--- config.mk ---
export PLATFORM = sky130hd
export DESIGN_NAME = seq2
export DESIGN_NICKNAME = d
export VERILOG_FILES = /design/src/rtl/seq2_pkg.sv /design/src/rtl/seq2_tmr.sv /design/src/rtl/seq2.sv
export SDC_FILE = /design/constraint.sdc
export NUM_CORES = 1
export LEC_CHECK = 0
export ABC_AREA = 1
export CAP_MARGIN = 40
export CORE_MARGIN = 2
export CORE_UTILIZATION = 27
export CTS_CLUSTER_DIAMETER = 50
export CTS_CLUSTER_SIZE = 40
export DETAILED_ROUTE_END_ITERATION = 16
export GPL_TIMING_DRIVEN = 0
export MAX_ROUTING_LAYER = met4
export PLACE_DENSITY = 0.49
export SYNTH_ARGS = -nofsm -noshare
export SYNTH_HDL_FRONTEND = slang
export SYNTH_HIERARCHICAL = 1
export SYNTH_SLANG_ARGS = --single-unit
--- constraint.sdc ---
create_clock -name CLK -period 7.5 [get_ports CLK]
set_input_delay 1.875 -clock CLK [delete_from_list [all_inputs] [get_ports CLK]]
set_output_delay 1.875 -clock CLK [all_outputs]
set_load 0.05 [all_outputs]
--- src/rtl/seq2_pkg.sv ---
// seq2_pkg: shared MODE, state and direction encodings for the seq2 sequencer.
package seq2_pkg;
  typedef enum logic [1:0] {
    MODE_ONESHOT     = 2'd0,
    MODE_LOOP        = 2'd1,
    MODE_PINGPONG    = 2'd2,
    MODE_ONESHOT_ALT = 2'd3
  } mode_e;
  typedef enum logic {S_IDLE = 1'b0, S_RUN = 1'b1} state_e;
  typedef enum logic {DIR_UP = 1'b0, DIR_DOWN = 1'b1} dir_e;
endpackage

--- src/rtl/seq2_tmr.sv ---
// seq2_tmr: per-step duration countdown.
// Ports: clk, rstx (sync active-low), load (take val), hold (freeze), val (duration), expire (count is 0).
module seq2_tmr #(
  parameter int BW_TIMEOUT = 3
) (
  input  logic                  clk,
  input  logic                  rstx,
  input  logic                  load,
  input  logic                  hold,
  input  logic [BW_TIMEOUT-1:0] val,
  output logic                  expire
);
  logic [BW_TIMEOUT-1:0] cnt_d, cnt_q;
  always_comb cnt_d = load ? val : (hold || cnt_q == '0) ? cnt_q : cnt_q - 1'b1;
  always_ff @(posedge clk) cnt_q <= !rstx ? '0 : cnt_d;
  assign expire = cnt_q == '0;
endmodule

--- src/rtl/seq2.sv ---
// seq2: table-driven pattern sequencer with one-shot, loop and ping-pong modes.
// Ports: CLK, RSTX (sync active-low), CLR (abort), START/MODE/LAST (run request),
// HOLD (freeze), PTN (pattern/duration table), SEQ/STEP (current entry), BUSY, DONE, WRAP.
module seq2
  import seq2_pkg::*;
#(
  parameter int               BW_SEQ     = 6,
  parameter int               SEQ_CNT    = 6,
  parameter int               BW_SEQ_CNT = 3,
  parameter int               BW_TIMEOUT = 3,
  parameter logic [BW_SEQ-1:0] RV        = 6'b000001
) (
  input  logic                                   CLK,
  input  logic                                   RSTX,
  input  logic                                   CLR,
  input  logic                                   START,
  input  logic [1:0]                             MODE,
  input  logic                                   HOLD,
  input  logic [BW_SEQ_CNT-1:0]                  LAST,
  input  logic [SEQ_CNT*(BW_SEQ+BW_TIMEOUT)-1:0] PTN,
  output logic [BW_SEQ-1:0]                      SEQ,
  output logic [BW_SEQ_CNT-1:0]                  STEP,
  output logic                                   BUSY,
  output logic                                   DONE,
  output logic                                   WRAP
);
  localparam int EW = BW_SEQ + BW_TIMEOUT;
  state_e                state_d, state_q;
  mode_e                 mode_d, mode_q;
  dir_e                  dir_d, dir_q, dir_n;
  logic [BW_SEQ_CNT-1:0] step_d, step_q, last_d, last_q, last_c, nxt, idx;
  logic [BW_SEQ-1:0]     seq_d, seq_q;
  logic                  done_d, done_q, wrap_d, wrap_q;
  logic                  ld, expire, fin;
  logic [EW-1:0]         ent;
  seq2_tmr #(.BW_TIMEOUT(BW_TIMEOUT)) u_tmr (
    .clk   (CLK),
    .rstx  (RSTX),
    .load  (ld),
    .hold  (HOLD),
    .val   (ent[BW_TIMEOUT-1:0]),
    .expire(expire)
  );
  always_comb begin
    fin    = (mode_q == MODE_ONESHOT || mode_q == MODE_ONESHOT_ALT) && step_q == last_q;
    last_c = int'(LAST) >= SEQ_CNT ? BW_SEQ_CNT'(SEQ_CNT - 1) : LAST;
    dir_n  = dir_q;
    nxt    = step_q == last_q ? '0 : step_q + 1'b1;
    // ping-pong bounces off LAST and 0; with LAST=0 it degenerates to repeating step 0
    if (mode_q == MODE_PINGPONG && last_q != '0) begin
      nxt   = (dir_q == DIR_UP && step_q != last_q) ? step_q + 1'b1 : step_q - 1'b1;
      dir_n = nxt == '0 ? DIR_UP : step_q == last_q ? DIR_DOWN : dir_q;
    end
    // table entry of the step about to be entered; PTN is sampled only on entry
    idx     = state_q == S_RUN ? nxt : '0;
    ent     = PTN[(SEQ_CNT - 1 - int'(idx)) * EW +: EW];
    state_d = state_q;
    step_d  = step_q;
    seq_d   = seq_q;
    dir_d   = dir_q;
    mode_d  = mode_q;
    last_d  = last_q;
    done_d  = 1'b0;
    wrap_d  = 1'b0;
    ld      = 1'b0;
    if (state_q == S_IDLE) begin
      if (START && !CLR) begin
        state_d = S_RUN;
        step_d  = '0;
        seq_d   = ent[EW-1 -: BW_SEQ];
        dir_d   = DIR_UP;
        mode_d  = mode_e'(MODE);
        last_d  = last_c;
        ld      = 1'b1;
      end
    end else if (CLR) begin
      state_d = S_IDLE;
      step_d  = '0;
      seq_d   = RV;
    end else if (!HOLD && expire) begin
      if (fin) begin
        state_d = S_IDLE;
        step_d  = '0;
        seq_d   = RV;
        done_d  = 1'b1;
      end else begin
        step_d = nxt;
        seq_d  = ent[EW-1 -: BW_SEQ];
        dir_d  = dir_n;
        wrap_d = nxt == '0;
        ld     = 1'b1;
      end
    end
  end
  always_ff @(posedge CLK) begin
    if (!RSTX) begin
      state_q <= S_IDLE;
      step_q  <= '0;
      seq_q   <= RV;
      dir_q   <= DIR_UP;
      mode_q  <= MODE_ONESHOT;
      last_q  <= '0;
      done_q  <= 1'b0;
      wrap_q  <= 1'b0;
    end else begin
      state_q <= state_d;
      step_q  <= step_d;
      seq_q   <= seq_d;
      dir_q   <= dir_d;
      mode_q  <= mode_d;
      last_q  <= last_d;
      done_q  <= done_d;
      wrap_q  <= wrap_d;
    end
  end
  assign SEQ  = seq_q;
  assign STEP = step_q;
  assign BUSY = state_q == S_RUN;
  assign DONE = done_q;
  assign WRAP = wrap_q;
endmodule

After elaboration in Yosys (flattened, before gate mapping) --
Index checks and enable logic that the tools add are counted.
Word-level totals: register bits 21, bits of input ports 64, output and inout port bits 12, logic and storage cells 85
Cells by class: $add $sub $neg 4, multipliers 1, $lt $le $gt $ge 1, equal/unequal tests 11, shift operators 1, mux-type cells 34, bitwise gates (word level) 4, reduce and logical (&&, ||, !) cells 20
Operators by type and width (number):
- 54-bit by 9-bit variable part select with 9-bit output | 1
- 3-bit 2-to-1 mux | 12
- 6-bit 2-to-1 mux | 5
- 1-bit 2-to-1 mux | 17
- 3-bit logical NOT | 3
- 4-bit by 5-bit multiplier with 9-bit output, second input constant | 1
- 2-bit by 1-bit != test with 1-bit output, second input constant | 3
- 6-bit AND reduction | 1
- 3-bit by 1-bit subtractor with 3-bit output, second input constant | 2
- 1-bit logical AND | 5
- 5-bit OR reduction | 1
- 2-bit == test, second input constant | 2
- 2-bit != test, second input constant | 2
- 1-bit NOT | 4
- 2-bit AND reduction | 2
- 4-bit OR reduction | 1
- 3-bit by 3-bit subtractor with 4-bit output, first input constant | 1
- 3-bit by 1-bit adder with 3-bit output, second input constant | 1
- 3-bit == test | 1
- 3-bit greater-or-equal comparator, second input constant | 1
- 3-bit by 1-bit != test with 1-bit output, second input constant | 1
- 3-bit by 2-bit != test with 1-bit output, second input constant | 1
- 3-bit != test | 1
- 3-bit nonzero test | 1
- other kinds (4) | 6

Longest topological paths before layout --
depth in word-level cells 12, gate-level depth with buffers 32, gate-level depth less buffers 30

Modules after synthesis --
The synthesis kept the hierarchy.
By module, submodules not included:
- seq2 | times used 1, cells each 663, area an instance 3413.3 sq um, sequential area each 360.3 sq um
- seq2_tmr | times used 1, cells each 34, area an instance 209.0 sq um, sequential area each 60.1 sq um

Worst setup path after synthesis --
Ideal clock, no wire load.
path kind register to register, from register step_q[0], in the netlist STEP[0], to register u_tmr.cnt_q[0], library setup time 0.114 ns, data arrival time 3.880 ns, required time 7.386 ns, setup slack 3.507 ns, cell stages (with the launch flop) 31, path buffers 4, period minus slack after synthesis 3.993 ns, cell sequence dfxtp_1 -> inv_2 -> buf_2 -> ha_1 -> inv_1 -> o21ai_2 -> nand3_4 -> inv_2 -> buf_2 -> ha_1 -> buf_2 -> clkinv_1 -> clkbuf_1 -> nand2_1 -> inv_1 -> o21ai_1 -> nand2_1 -> o21ai_1 -> inv_1 -> nand2_1 -> nand3_1 -> o211ai_1 -> o211ai_1 -> nand2_1 -> nor2_1 -> inv_1 -> nand2_1 -> nand2_1 -> nand2_1 -> nand2_1 -> nor2_2
Between the ends: word-level cells in the longest chain between the ends 9, elaborated cells on any way between the ends 19, those cells by class add/sub (3); mul (1); eq/ne (3); shift (1); mux (9); reduce/logical (2)
Ends and longest elaborated chain:
- from (decl) | RTL line seq2.sv:31 | logic [BW_SEQ_CNT-1:0] step_d, step_q, last_d, last_q, last_c, nxt, idx;
- from (signal assigned) | RTL line seq2.sv:107 | step_q <= step_d;
- branches (longest 3 deep; another with 3-bit by 1-bit adder with 3-bit output)
- 3-bit 2-to-1 mux * | RTL line seq2.sv:50 | if (mode_q == MODE_PINGPONG && last_q != '0) begin
- 3-bit 2-to-1 mux * | RTL line seq2.sv:55 | idx = state_q == S_RUN ? nxt : '0;
- 3-bit by 3-bit subtractor with 4-bit output * | RTL line seq2.sv:56 | ent = PTN[(SEQ_CNT - 1 - int'(idx)) * EW +: EW];
- 4-bit by 5-bit multiplier with 9-bit output * | RTL line seq2.sv:56
- 54-bit by 9-bit variable part select with 9-bit output * | RTL line seq2.sv:56
- via ent[0] | RTL line seq2.sv:35 | logic [EW-1:0] ent;
- 3-bit 2-to-1 mux * | RTL line seq2_tmr.sv:14 | always_comb cnt_d = load ? val : (hold || cnt_q == '0) ? cnt_q : cnt_q - 1'b1;
- to (signal assigned) | RTL line seq2_tmr.sv:15 | always_ff @(posedge clk) cnt_q <= !rstx ? '0 : cnt_d;
- to (decl) | RTL line seq2_tmr.sv:13 | logic [BW_TIMEOUT-1:0] cnt_d, cnt_q;
Mark *: on every way through the listed nets, which the timed path passes. A chain may end at the register's enable or synchronous reset.

Worst setup path in the final report --
Same ends and word-level chain as after synthesis.

==> metrics.txt <==
combined area of all synthesized cells=0.003622 sq mm; launching element type of the critical path=register; RePlAce Congestion=0.9084; final critical-path share of the clock period=64.27%; synthesized netlist net count=770; vias in the first global route=4610; wire length of the first global-routing pass=25220 microns; boundary pin count=76; unrepaired setup endpoints after global routing=no; fraction of final layout cells sized beyond drive strength 1=7.603%; die width=119.8 microns; # diodes=0; final global-route overflow total=0; path type of the worst setup path=reg2reg; sum of routed wire length over all layers=16090 microns; pin count of the biggest net entering global routing=13; synth unique cells=40; number of buffers on the longest clock path=2; static leakage=2.244 nW; clock network latency to the later pin of the worst-skew pair=0.25 ns; top cell type's share of synthesized area=29.22%; DRC marker count from the first detailed-route iteration=485; global-route total usage across every layer=22.79%; sequential-to-total area share from yosys stat=11.61%; remaining max-slew budget at the tightest pin=44.27%; final net count=850; fillers=1545; endpoint type of the worst setup path=register; maximum ir drop on the vdd rail=0.07189 mV; mean number of vias per cell=5.078; data required time of the worst path=7.64 ns; I/O Buffers=75; status=finished clean; 1st-pass router iterations=5; commonest non-fill, non-tap cell in the layout=sky130_fd_sc_hd__nand2_1; number of synthesized register bits=21; Slew @ Worst Pin=0.8304 ns; number of buffers created by CTS=3; number of DRC violations after detailed routing=0; area of the die=0.01436 sq mm; count of final hold-check violations=0; number of sinks on the clock net=21; maximum clock frequency=207.5 MHz; switching power=0.0001866 W; gate count of the mapped netlist=697; area of the core=0.01319 sq mm; vias=4834; max-cap check violation count=0; hold-fix buffer count after cts=0; final HPWL from detailed placement=12810 microns; number of resized instances in the post-cts repair step=0; library cell occupying the most area in the post-synthesis netlist=sky130_fd_sc_hd__nand2_1; depth of the most critical reg-to-reg path=27; deepest level of the CTS H-tree=1; initial cell density of the core=27.46%; Flop pwr share=26.4%; number of antenna violations at the first check in global routing=0; num rows=42; worst stage delay on the critical path=0.49 ns; Crit path buffers/inverters=10; cell family contributing the most delay on the critical path=buffers and inverters; Net Sw Frac=39.39%; Most Frequent Cell on Critical Path=sky130_fd_sc_hd__nand2_1; master cell of the clock root buffer=sky130_fd_sc_hd__clkbuf_16; Setup Skew=0.004661 ns; worst hold path type=reg2reg; Clk pwr share=23.3%; register-to-register setup slack=2.68 ns; number of cells on the worst hold path=2; total cell area at the placement stage=0.004593 sq mm; Hold Path Origin=SEQ[3]; minimum period implied by the final worst setup slack=4.820 ns; arrival time of the worst setup path=4.96 ns; number of antenna-violating nets in the routed design=0; TritonCTS clock tree=built; r2r endpoint=u_tmr/cnt_q[0]; Crit. path cell count=27; highest-delay cell along the critical path=sky130_fd_sc_hd__dfxtp_1; Syn. warnings=6; Area growth, synth to finish=28.98%; Setup-failing EPs final=0; Wirelength per Cell=16.90 microns; max-slew violation count=0; PD cells=101.4 mW/mm^2; startpoint of the worst register-to-register path=STEP[0]; Setup Buffers After CTS=0; final-layout setup total negative slack=0 ns; clock input transition at the sequential cells of the worst setup and hold paths=0.06 ns; worst-path maximum fanout=12; top library cells by usage in the layout, fill and taps aside=sky130_fd_sc_hd__nand2_1 (282), sky130_fd_sc_hd__clkdlybuf4s50_1 (75), sky130_fd_sc_hd__nand3_1 (74), sky130_fd_sc_hd__inv_1 (58), sky130_fd_sc_hd__nor2_1 (48); internal power=0.0002871 W; Hold Crit Endpoint=SEQ[3]; Area contributors post-synth=sky130_fd_sc_hd__nand2_1 (29%), sky130_fd_sc_hd__dfxtp_1 (12%), sky130_fd_sc_hd__nand3_1 (10%), sky130_fd_sc_hd__inv_1 (6.0%), sky130_fd_sc_hd__o21ai_0 (5.4%); Gate power share=50.2%; vertical die dimension=119.8 microns; post-route standard cell area excluding fillers=0.004672 sq mm; Post-Syn Area per Cell=5.197 sq um
cells by family after synthesis:
family                     count (synthesis)  synth area share (%)
and+or+nand+nor                          426                 49.43
AOI/OAI and AO/OA                        132                 21.04
DFF                                       21                 11.61
buffers and inverters                    106                 13.89
xor gates and xnor gates                   3                0.9329
adders and majority gates                  9                 3.109
registers in the layout (all words and copies together), names as in the netlist:
name         cells
mode_q           2
STEP             3
SEQ              6
DONE             1
BUSY             1
WRAP             1
u_tmr/cnt_q      3
last_q           3
dir_q            1
cell usage after synthesis:
| master | number |
|---|---|
| sky130_fd_sc_hd__nand2_1 | 282 |
| sky130_fd_sc_hd__nand3_1 | 74 |
| sky130_fd_sc_hd__inv_1 | 58 |
| sky130_fd_sc_hd__nor2_1 | 48 |
| sky130_fd_sc_hd__o21ai_0 | 39 |
| sky130_fd_sc_hd__a21oi_1 | 34 |
| sky130_fd_sc_hd__o21ai_1 | 26 |
| sky130_fd_sc_hd__dfxtp_1 | 21 |
| sky130_fd_sc_hd__buf_2 | 16 |
| sky130_fd_sc_hd__buf_6 | 9 |
| sky130_fd_sc_hd__clkbuf_1 | 9 |
| sky130_fd_sc_hd__ha_1 | 9 |
| sky130_fd_sc_hd__nand4_1 | 9 |
| sky130_fd_sc_hd__a31oi_1 | 8 |
| sky130_fd_sc_hd__o211ai_1 | 7 |
| sky130_fd_sc_hd__o21ai_2 | 7 |
| sky130_fd_sc_hd__inv_2 | 5 |
| sky130_fd_sc_hd__buf_4 | 4 |
| sky130_fd_sc_hd__nand2_2 | 3 |
| sky130_fd_sc_hd__nand3_2 | 3 |
| sky130_fd_sc_hd__nand3_4 | 3 |
| sky130_fd_sc_hd__a211oi_1 | 2 |
| sky130_fd_sc_hd__buf_1 | 2 |
| sky130_fd_sc_hd__clkinv_1 | 2 |
| sky130_fd_sc_hd__o31ai_1 | 2 |
| sky130_fd_sc_hd__a311oi_1 | 1 |
| sky130_fd_sc_hd__a31oi_4 | 1 |
| sky130_fd_sc_hd__a41oi_1 | 1 |
| sky130_fd_sc_hd__inv_4 | 1 |
| sky130_fd_sc_hd__nor2_2 | 1 |
| sky130_fd_sc_hd__nor3_1 | 1 |
| sky130_fd_sc_hd__nor4_1 | 1 |
| sky130_fd_sc_hd__o211ai_2 | 1 |
| sky130_fd_sc_hd__o21a_1 | 1 |
| sky130_fd_sc_hd__o21bai_1 | 1 |
| sky130_fd_sc_hd__o22ai_1 | 1 |
| sky130_fd_sc_hd__or2_2 | 1 |
| sky130_fd_sc_hd__xnor2_1 | 1 |
| sky130_fd_sc_hd__xnor2_2 | 1 |
| sky130_fd_sc_hd__xor2_1 | 1 |
power groups by stage:
stage	registers, W	logic [W]	clock network (W)
after detailed placement	0.000128	0.000236	0
after CTS	0.000125	0.000237	0.000113
after global routing	0.000126	0.000264	0.000120
after global placement	0.000128	0.000235	0
after floorplan	0.000137	0.000138	0
final	0.000125	0.000238	0.000110
stage by stage:
step                util, %  hold slack (ns)  total power [W]  cells  setup slack (ns)
global placement      34.82           0.4544        0.0003627    948             2.745
detailed placement    34.82           0.4598        0.0003636    948             2.732
CTS                   35.42           0.4684        0.0004759    952             2.710
finish                35.42           0.4638        0.0004737    952             2.680
global route          35.42           0.4796        0.0005098    952             2.245
floorplan                 -           0.4347        0.0002745    697             3.507
layer usage:
layer / vias up / track usage [%] / share of wire, %
met5: - / - / 0
met4: 0 / 2.721 / 0.96
met3: 14 / 1.759 / 5.0
met2: 149 / 36.50 / 45
met1: 2239 / 32.39 / 49
li1: 2432 / - / -
final cells by class:
class,count,area [sq um],share of cell area [%]
Buffer,40,252.7,5.410
Clock buffer,4,78.83,1.687
Inverter,66,250.2,5.356
Multi-Input combinational cell,570,2699,57.77
Sequential cell,21,420.4,8.998
Tap cell,176,220.2,4.713
Timing Repair Buffer,75,750.7,16.07
worst max-delay path by stage:
stage,start,to,slack [ns]
floorplan,STEP[0],u_tmr/cnt_q[0],3.51
global placement,STEP[0],u_tmr/cnt_q[0],2.75
detailed placement,STEP[0],u_tmr/cnt_q[0],2.73
CTS,STEP[0],u_tmr/cnt_q[0],2.71
global route,STEP[0],u_tmr/cnt_q[0],2.24
finish,STEP[0],u_tmr/cnt_q[0],2.68
worst reg2reg max path: stages (launching register included):
cell	delay, ns
sky130_fd_sc_hd__dfxtp_1	0.49
sky130_fd_sc_hd__inv_2	0.07
sky130_fd_sc_hd__buf_2	0.21
sky130_fd_sc_hd__ha_1	0.37
sky130_fd_sc_hd__inv_1	0.10
sky130_fd_sc_hd__o21ai_2	0.18
sky130_fd_sc_hd__nand3_4	0.16
sky130_fd_sc_hd__inv_2	0.19
sky130_fd_sc_hd__buf_2	0.27
sky130_fd_sc_hd__ha_1	0.21
sky130_fd_sc_hd__buf_2	0.32
sky130_fd_sc_hd__clkinv_1	0.27
sky130_fd_sc_hd__buf_2	0.26
sky130_fd_sc_hd__buf_2	0.25
sky130_fd_sc_hd__a31oi_1	0.31
sky130_fd_sc_hd__a21oi_1	0.10
sky130_fd_sc_hd__o21ai_1	0.19
sky130_fd_sc_hd__nand2_1	0.11
sky130_fd_sc_hd__o211ai_2	0.15
sky130_fd_sc_hd__nand2_1	0.07
sky130_fd_sc_hd__nand2_1	0.07
sky130_fd_sc_hd__nor2_1	0.05
sky130_fd_sc_hd__inv_1	0.06
sky130_fd_sc_hd__nand2_1	0.04
sky130_fd_sc_hd__nand2_1	0.07
sky130_fd_sc_hd__nand2_1	0.05
sky130_fd_sc_hd__nand2_1	0.07
sky130_fd_sc_hd__nor2_2	0.04
Power figures use the tool's default switching activity.
